<file path="config.mk">
export PLATFORM = sky130hd
export DESIGN_NAME = mem_port_arbiter
export DESIGN_NICKNAME = d
export VERILOG_FILES = /design/src/rtl/mem_port_arbiter.sv
export SDC_FILE = /design/constraint.sdc
export NUM_CORES = 1
export LEC_CHECK = 0
export CORE_UTILIZATION = 46
export DETAILED_ROUTE_END_ITERATION = 8
export GPL_ROUTABILITY_DRIVEN = 1
export PLACE_DENSITY = 0.93
export SYNTH_ARGS = -nofsm -noshare
export SYNTH_HDL_FRONTEND = slang
export SYNTH_SLANG_ARGS = --single-unit
</file>
<file path="constraint.sdc">
create_clock -name clk -period 3.5 [get_ports clk]
set_clock_uncertainty 0.2 [all_clocks]
set_input_delay 0.875 -clock clk [delete_from_list [all_inputs] [get_ports clk]]
set_output_delay 0.875 -clock clk [all_outputs]
set_load 0.02 [all_outputs]
</file>
<file path="src/rtl/mem_port_arbiter.sv">
// Arbiter sharing one single-ported memory between instruction fetch and data access.
// One transaction in flight; data wins unless fetch has waited STARVE_MAX data grants.
module mem_port_arbiter #(
  parameter int ADDR_W     = 32,
  parameter int DATA_W     = 32,
  parameter int STARVE_MAX = 4
) (
  input  logic              clk,
  input  logic              rst,
  input  logic              if_req,
  input  logic [ADDR_W-1:0] if_addr,
  output logic [DATA_W-1:0] if_rdata,
  output logic              if_valid,
  input  logic              d_read,
  input  logic              d_write,
  input  logic [ADDR_W-1:0] d_addr,
  input  logic [DATA_W-1:0] d_wdata,
  output logic [DATA_W-1:0] d_rdata,
  output logic              d_valid,
  output logic              mem_req,
  output logic              mem_we,
  output logic [ADDR_W-1:0] mem_addr,
  output logic [DATA_W-1:0] mem_wdata,
  input  logic              mem_gnt,
  input  logic              mem_rvalid,
  input  logic [DATA_W-1:0] mem_rdata
);

  // state  | meaning
  // S_IDLE | arbitrate and latch the winning request
  // S_REQ  | mem_req high until mem_gnt
  // S_WAIT | granted, waiting for mem_rvalid
  // S_RESP | owner's valid pulse; no arbitration this cycle
  typedef enum logic [1:0] {
    S_IDLE = 2'd0,
    S_REQ  = 2'd1,
    S_WAIT = 2'd2,
    S_RESP = 2'd3
  } state_t;

  localparam logic [3:0] LP_STARVE_MAX = 4'(STARVE_MAX);

  state_t            r_state;
  logic              r_owner_d;
  logic [3:0]        r_starve_cnt;
  logic              r_mem_req;
  logic              r_mem_we;
  logic [ADDR_W-1:0] r_mem_addr;
  logic [DATA_W-1:0] r_mem_wdata;
  logic [DATA_W-1:0] r_if_rdata;
  logic              r_if_valid;
  logic [DATA_W-1:0] r_d_rdata;
  logic              r_d_valid;

  logic w_d_pend;
  logic w_starved;
  logic w_sel_d;
  logic w_sel_i;
  logic w_rsp;

  assign w_d_pend  = d_read | d_write;
  assign w_starved = if_req && (r_starve_cnt == LP_STARVE_MAX);
  assign w_sel_d   = w_d_pend && !w_starved;
  assign w_sel_i   = !w_sel_d && if_req;
  // Completion only counts once the request has been granted.
  assign w_rsp     = ((r_state == S_REQ) && mem_gnt && mem_rvalid) ||
                     ((r_state == S_WAIT) && mem_rvalid);

  always_ff @(posedge clk) begin
    if (rst) begin
      r_state      <= S_IDLE;
      r_owner_d    <= 1'b0;
      r_starve_cnt <= 4'd0;
      r_mem_req    <= 1'b0;
      r_mem_we     <= 1'b0;
      r_mem_addr   <= '0;
      r_mem_wdata  <= '0;
      r_if_rdata   <= '0;
      r_if_valid   <= 1'b0;
      r_d_rdata    <= '0;
      r_d_valid    <= 1'b0;
    end else begin
      r_if_valid <= 1'b0;
      r_d_valid  <= 1'b0;
      case (r_state)
        S_IDLE: begin
          if (w_sel_d) begin
            r_owner_d   <= 1'b1;
            r_mem_req   <= 1'b1;
            r_mem_we    <= d_write;
            r_mem_addr  <= d_addr;
            r_mem_wdata <= d_wdata;
            if (if_req && (r_starve_cnt != LP_STARVE_MAX))
              r_starve_cnt <= r_starve_cnt + 4'd1;
            r_state     <= S_REQ;
          end else if (w_sel_i) begin
            r_owner_d    <= 1'b0;
            r_mem_req    <= 1'b1;
            r_mem_we     <= 1'b0;
            r_mem_addr   <= if_addr;
            r_starve_cnt <= 4'd0;
            r_state      <= S_REQ;
          end
        end
        S_REQ: begin
          if (mem_gnt) begin
            r_mem_req <= 1'b0;
            r_state   <= mem_rvalid ? S_RESP : S_WAIT;
          end
        end
        S_WAIT: begin
          if (mem_rvalid)
            r_state <= S_RESP;
        end
        S_RESP:  r_state <= S_IDLE;
        default: r_state <= S_IDLE;
      endcase

      if (w_rsp) begin
        if (r_owner_d) begin
          r_d_valid <= 1'b1;
          if (!r_mem_we)
            r_d_rdata <= mem_rdata;
        end else begin
          r_if_valid <= 1'b1;
          r_if_rdata <= mem_rdata;
        end
      end
    end
  end

  assign mem_req   = r_mem_req;
  assign mem_we    = r_mem_we;
  assign mem_addr  = r_mem_addr;
  assign mem_wdata = r_mem_wdata;
  assign if_rdata  = r_if_rdata;
  assign if_valid  = r_if_valid;
  assign d_rdata   = r_d_rdata;
  assign d_valid   = r_d_valid;

endmodule

</file>
# Yosys cells after proc, flatten, opt, wreduce, memory -nomap -nowiden
# Index checks and enable logic that the tools add are counted.
[totals] reg_bits=139 in_bits=135 out_inout_bits=132 elab_cells=66
[classes] n_addsub=1 eq_ne=9 muxes=20 bitwise_logic=4 n_reduce_logical=21
[op_table] op="32-bit two-way mux" n=2
[op_table] op="4-bit two-way mux" n=3
[op_table] op="3-bit AND reduction" n=4
[op_table] op="1-bit two-way mux" n=9
[op_table] op="2-bit two-way mux" n=4
[op_table] op="2-bit case mux with 4 select lines" n=1
[op_table] op="1-bit logical AND" n=7
[op_table] op="2-bit AND reduction" n=3
[op_table] op="4-bit by 1-bit adder with 4-bit output, second input constant" n=1
[op_table] op="2-bit equality test, second input constant" n=2
[op_table] op="4-bit by 3-bit equality test with 1-bit output, second input constant" n=1
[op_table] op="2-bit inequality test, second input constant" n=2
[op_table] op="4-bit by 3-bit inequality test with 1-bit output, second input constant" n=1
[op_table] op="2-bit nonzero test" n=2
[op_table] op="3-bit inequality test, second input constant" n=1
[op_table] op="1-bit NOT" n=3
[op_table] op="2-bit by 1-bit equality test with 1-bit output, second input constant" n=1
[op_table] op="1-bit zero test" n=2
[op_table] op="2-bit zero test" n=1
[op_table] op="2-bit by 1-bit inequality test with 1-bit output, second input constant" n=1
[op_table] op="1-bit case mux with 2 select lines" n=1
[op_table] op="2-bit OR reduction" n=1
[op_table] op="1-bit logical OR" n=1
[op_table] op="1-bit OR" n=1

# Logic depth before layout (Yosys ltp)
[logic_depth] depth_word=9 mapped_depth=7

# Worst setup path after synthesis
# OpenSTA, ideal clock, no wires.
[synth_timing] kind="input-to-reg" start="in if_req" end="reg r_starve_cnt[3]" setup_ns=0.074 arrival_time_ns=1.841 path_slack_ns=1.385 path_stages=4 n_path_buf=1 path_cell_list="and4b_4 -> buf_6 -> or4_1 -> a31oi_1"
[synth_via] elab_chain_cells=7 word_cells_on_any_way=10 classes_between="eq/ne (1); mux (1); reduce/logical (8)"
[synth_lines] item="from (decl)" line="10" text="input logic if_req,"
[synth_lines] item="1-bit logical AND" line="62" text="assign w_starved = if_req && (r_starve_cnt == LP_STARVE_MAX);"
[synth_lines] item="1-bit zero test" line="63" text="assign w_sel_d = w_d_pend && !w_starved;"
[synth_lines] item="1-bit logical AND" line="63"
[synth_lines] item="1-bit zero test" line="64" text="assign w_sel_i = !w_sel_d && if_req;"
[synth_lines] item="1-bit logical AND" line="64"
[synth_lines] item="2-bit nonzero test (no line)"
[synth_lines] item="3-bit AND reduction (no line)"
[synth_lines] item="to (signal assigned)" line="94" text="r_starve_cnt <= r_starve_cnt + 4'd1;"
[synth_lines] item="to (decl)" line="45" text="logic [3:0] r_starve_cnt;"
# Several ways; a longest one is shown, not always the timed one.
# A chain may end at the register's enable or synchronous reset.

# Final worst setup path
[layout_timing] start="in mem_rvalid" end="reg r_if_rdata[6] (netlist: if_rdata[6])"
[layout_via] elab_chain_cells=3 word_cells_on_any_way=4 classes_between="reduce/logical (4)"
[layout_lines] item="from (decl)" line="25" text="input logic mem_rvalid,"
[layout_lines] item="1-bit logical AND (on tied branches)" line="66, 67"
[layout_lines] item="1-bit logical OR (*)" line="66" text="assign w_rsp = ((r_state == S_REQ) && mem_gnt && mem_rvalid) ||"
[layout_lines] item="2-bit AND reduction (no line) (*)"
[layout_lines] item="to (signal assigned)" line="126" text="r_if_rdata <= mem_rdata;"
[layout_lines] item="to (decl)" line="50" text="logic [DATA_W-1:0] r_if_rdata;"
# Every way passes the cells marked *; elsewhere a longest branch is shown, timed or not.

==> run_results.csv <==
group,metric,value,unit
status,status,"completed",
worst_setup_path,path_buf_inv,3,
floorplan,core-area,12700,um^2
synth,yosys.area_share.simple,18.5,%
final_layout,nets,1059,
worst_setup_path,crit_path_cell_trace,"clkdlybuf4s50_1 -> inv_1 -> buf_4 -> o31ai_1 -> a21oi_1",
synth,avgSynthCellArea,8.55,um^2
global_routing,use_met1,34.0,%
final_layout,fill_cells,933,
floorplan,ios,267,
synth,synth_top_family_by_area,"compound AO/OA/AOI/OAI gates",
pwr,p_per_area,742,nW/um^2
floorplan,die-area,13700,um^2
worst_setup_path,crit_path_max_fanout,25,
global_routing,grt-ovfl-total,0,
timing,setup_viol,0,
routing,wl,20700,um
placement,gp_congestion,0.780,
synth,synth_xor_area_share,0,%
clock_tree,clock-sinks,139,
timing,rsz0062_at_grt,"false",
timing,hold_violations,0,
clock_tree,cts_hold_buf,0,
synth,synth_compound_area_share,27.7,%
routing,ant_nets,0,
min_path,hold_path.class,"register to register",
clock_tree,cts_root_buf,"clkbuf_16",
synth,synth_top_cell_by_area,"dfxtp_1",
pwr,p_leak,0.00330,uW
global_routing,grt_pass1_wl,31900,um
timing,slew_violations,0,
worst_setup_path,path_class,"input port to register",
floorplan,rows,41,
clock_tree,clk_pin_slew,0.06,ns
timing,tns,0,ns
timing,layout_min_cycle_time,2.55,ns
final_layout,num_antenna_cells,0,
final_layout,fin_util,74.3,%
global_routing,grt_use_met2,52.6,%
global_routing,grt_max_degree,65,
placement,port_buffers,266,
timing,fmax,0.392,GHz
clock_tree,cts_setup_buffers,0,
routing,wl_per_cell,18.8,um
global_routing,grt_pass1_vias,6335,
worst_setup_path,worst_path_largest_cell_delay,0.76,ns
timing,fin_crit_sh,72.9,%
clock_tree,insertion_delay,0.42,ns
synth,synth_top_area_share,45.8,%
synth,synthMuxAreaShare,0,%
pwr,peakVddDrop,0.000490,V
global_routing,track_usage,30.0,%
worst_setup_path,startpoint_type,"input port",
synth,syn_nets,851,
floorplan,dieWidth,117,um
routing,drt_iter0_drc,761,
synth,synth_area_leaders,"dfxtp_1 46%, a21oi_1 8.3%, o31ai_1 8.0%",
floorplan,die_h,117,um
routing,drt_pass1_iterations,5,
worst_setup_path,required,3.60,ns
global_routing,antenna_found_initial,0,
synth,ys_seq_area_share,45.8,%
synth,synth_fa_ha_area_share,1.24,%
run,maxCapViolCount,0,
global_routing,busiest_layer,"met2",
worst_setup_path,end_kind,"register",
synth,synth_seq_cells,139,
synth,yosys_warnings,0,
placement,dp_hpwl,13500,um
worst_setup_path,cp_slowest_cell,"clkdlybuf4s50_1",
worst_setup_path,critical_path.top_delay_family,"buffers and inverters",
worst_setup_path,arrival,2.65,ns
clock_tree,cts_buffers,17,
synth,syn-instance-count,710,
routing,drc_errors,0,
synth,synth.distinct_cells,36,
clock_tree,cts-resized-gates,0,
routing,vias_per_cell,6.01,
final_layout,drive_gt1_share,6.12,%
global_routing,gr-usage-met3,8.70,%
timing,slew_headroom,33.2,%
clock_tree,cts_tree,"done",
final_layout,syn_to_final_growth,55.7,%
timing,tightest_slew,1.00,ns
synth,synth_area,6070,um^2
floorplan,initial_core_util,47.7,%
clock_tree,ctsLongestPathBuffers,2,
routing,vias,6634,
clock_tree,htree_levels,4,
synthesized netlist by cell type:
| cell type | n |
|---|---|
| and4b_4 | 1 |
| o31a_1 | 2 |
| nand3_1 | 67 |
| nand2b_1 | 2 |
| a21o_1 | 1 |
| nand3b_1 | 2 |
| and3b_1 | 1 |
| o32ai_1 | 1 |
| dfxtp_1 | 139 |
| clkbuf_2 | 1 |
| buf_1 | 10 |
| or4b_1 | 1 |
| nand4b_1 | 34 |
| nor2b_1 | 2 |
| nor2_1 | 36 |
| or4_1 | 2 |
| or2_2 | 1 |
| or3_1 | 1 |
| nand2_1 | 6 |
| a311oi_1 | 32 |
| nor4_1 | 1 |
| a21oi_1 | 101 |
| clkbuf_1 | 64 |
| o31ai_1 | 65 |
| buf_2 | 18 |
| a31oi_1 | 2 |
| nand4_1 | 32 |
| ha_1 | 6 |
| o21ba_2 | 1 |
| a32oi_1 | 2 |
| or4b_2 | 1 |
| a2111oi_0 | 1 |
| o21ai_0 | 65 |
| buf_6 | 1 |
| inv_1 | 6 |
| nor4b_1 | 2 |
layout make-up:
cell class / count / area [um^2] / area share (%)
sequential: 139 / 2780 / 29.5
inverter: 6 / 22.5 / 0.238
timing repair buffer: 283 / 2880 / 30.4
clock buffer: 21 / 460 / 4.87
tap: 172 / 215 / 2.28
clock inverter: 11 / 190 / 2.01
multi-input combinational: 471 / 2900 / 30.7
cell families after synthesis:
logic type                 count (synthesis)
DFF                                      139
and+or+nand+nor                          192
adders and majority gates                  6
buffers and inverters                    100
AOI/OAI and AO/OA                        273
worst register-to-register path, stage by stage, from the launching register on:
cell and delay, ns:
dfxtp_1 0.33, inv_1 0.12, ha_1 0.47, inv_1 0.58
o31ai_1 0.45, a21oi_1 0.13
report_power, final:
group,switching (uW),internal [uW]
Sequential,224,1940
Clock,678,1300
Combinational,1670,1200
layer usage:
layer	vias to the layer above	routed length, um	part of all wire, %
met3	39	1730	8.3
met5	-	0	0
met2	323	10400	50
li1	3109	-	-
met1	3163	8110	39
met4	0	465	2.2
layout by cell type (no fill, tap or decap), types with 2 or more instances in the layout:
master             n
clkdlybuf4s50_1  265
dfxtp_1          138
a21oi_1          100
nand3_1           67
o31ai_1           65
o21ai_0           65
nor2_1            35
nand4b_1          34
nand4_1           32
a311oi_1          32
clkbuf_16         17
buf_4             11
buf_12             7
inv_1              6
nand2_1            6
ha_1               6
bufinv_16          5
clkinv_2           3
nand3b_1           2
nor4b_1            2
nor2b_1            2
nand2b_1           2
a31oi_1            2
or4_1              2
a32oi_1            2
clkbuf_1           2
clkbuf_8           2
registers in the layout, indices dropped and copies added (netlist names):
| name | flops |
|---|---|
| mem_wdata | 32 |
| r_owner_d | 1 |
| d_valid | 1 |
| if_valid | 1 |
| r_starve_cnt | 4 |
| r_state | 2 |
| mem_req | 1 |
| if_rdata | 32 |
| mem_we | 1 |
| d_rdata | 32 |
| mem_addr | 32 |
through the flow:
| stage | instances | power (uW) | area [um^2] | setup slack, ns | hold WS [ns] |
|---|---|---|---|---|---|
| after detailed placement | 1071 | 5030 | 8800 | 0.571 | 0.259 |
| final | 1103 | 7010 | 9450 | 0.947 | 0.265 |
| after global placement | 1071 | 4970 | 8800 | 0.630 | 0.254 |
| after global routing | 1103 | 7350 | 9450 | 0.869 | 0.279 |
| after floorplan | 710 | 3820 | 6070 | 1.39 | 0.262 |
| after CTS | 1103 | 7020 | 9450 | 0.955 | 0.267 |
final timing paths:
path          startpoint       endpoint  slack (ns)  cells past startpoint
max reg2reg   r_state[0]  mem_wdata[10]        1.08                      5
min reg2reg  if_rdata[2]    if_rdata[2]        0.26                      2
max           mem_rvalid    if_rdata[6]        0.95                      5
min          if_rdata[2]    if_rdata[2]        0.26                      2
Note: power is estimated with default switching activity, not from simulation.
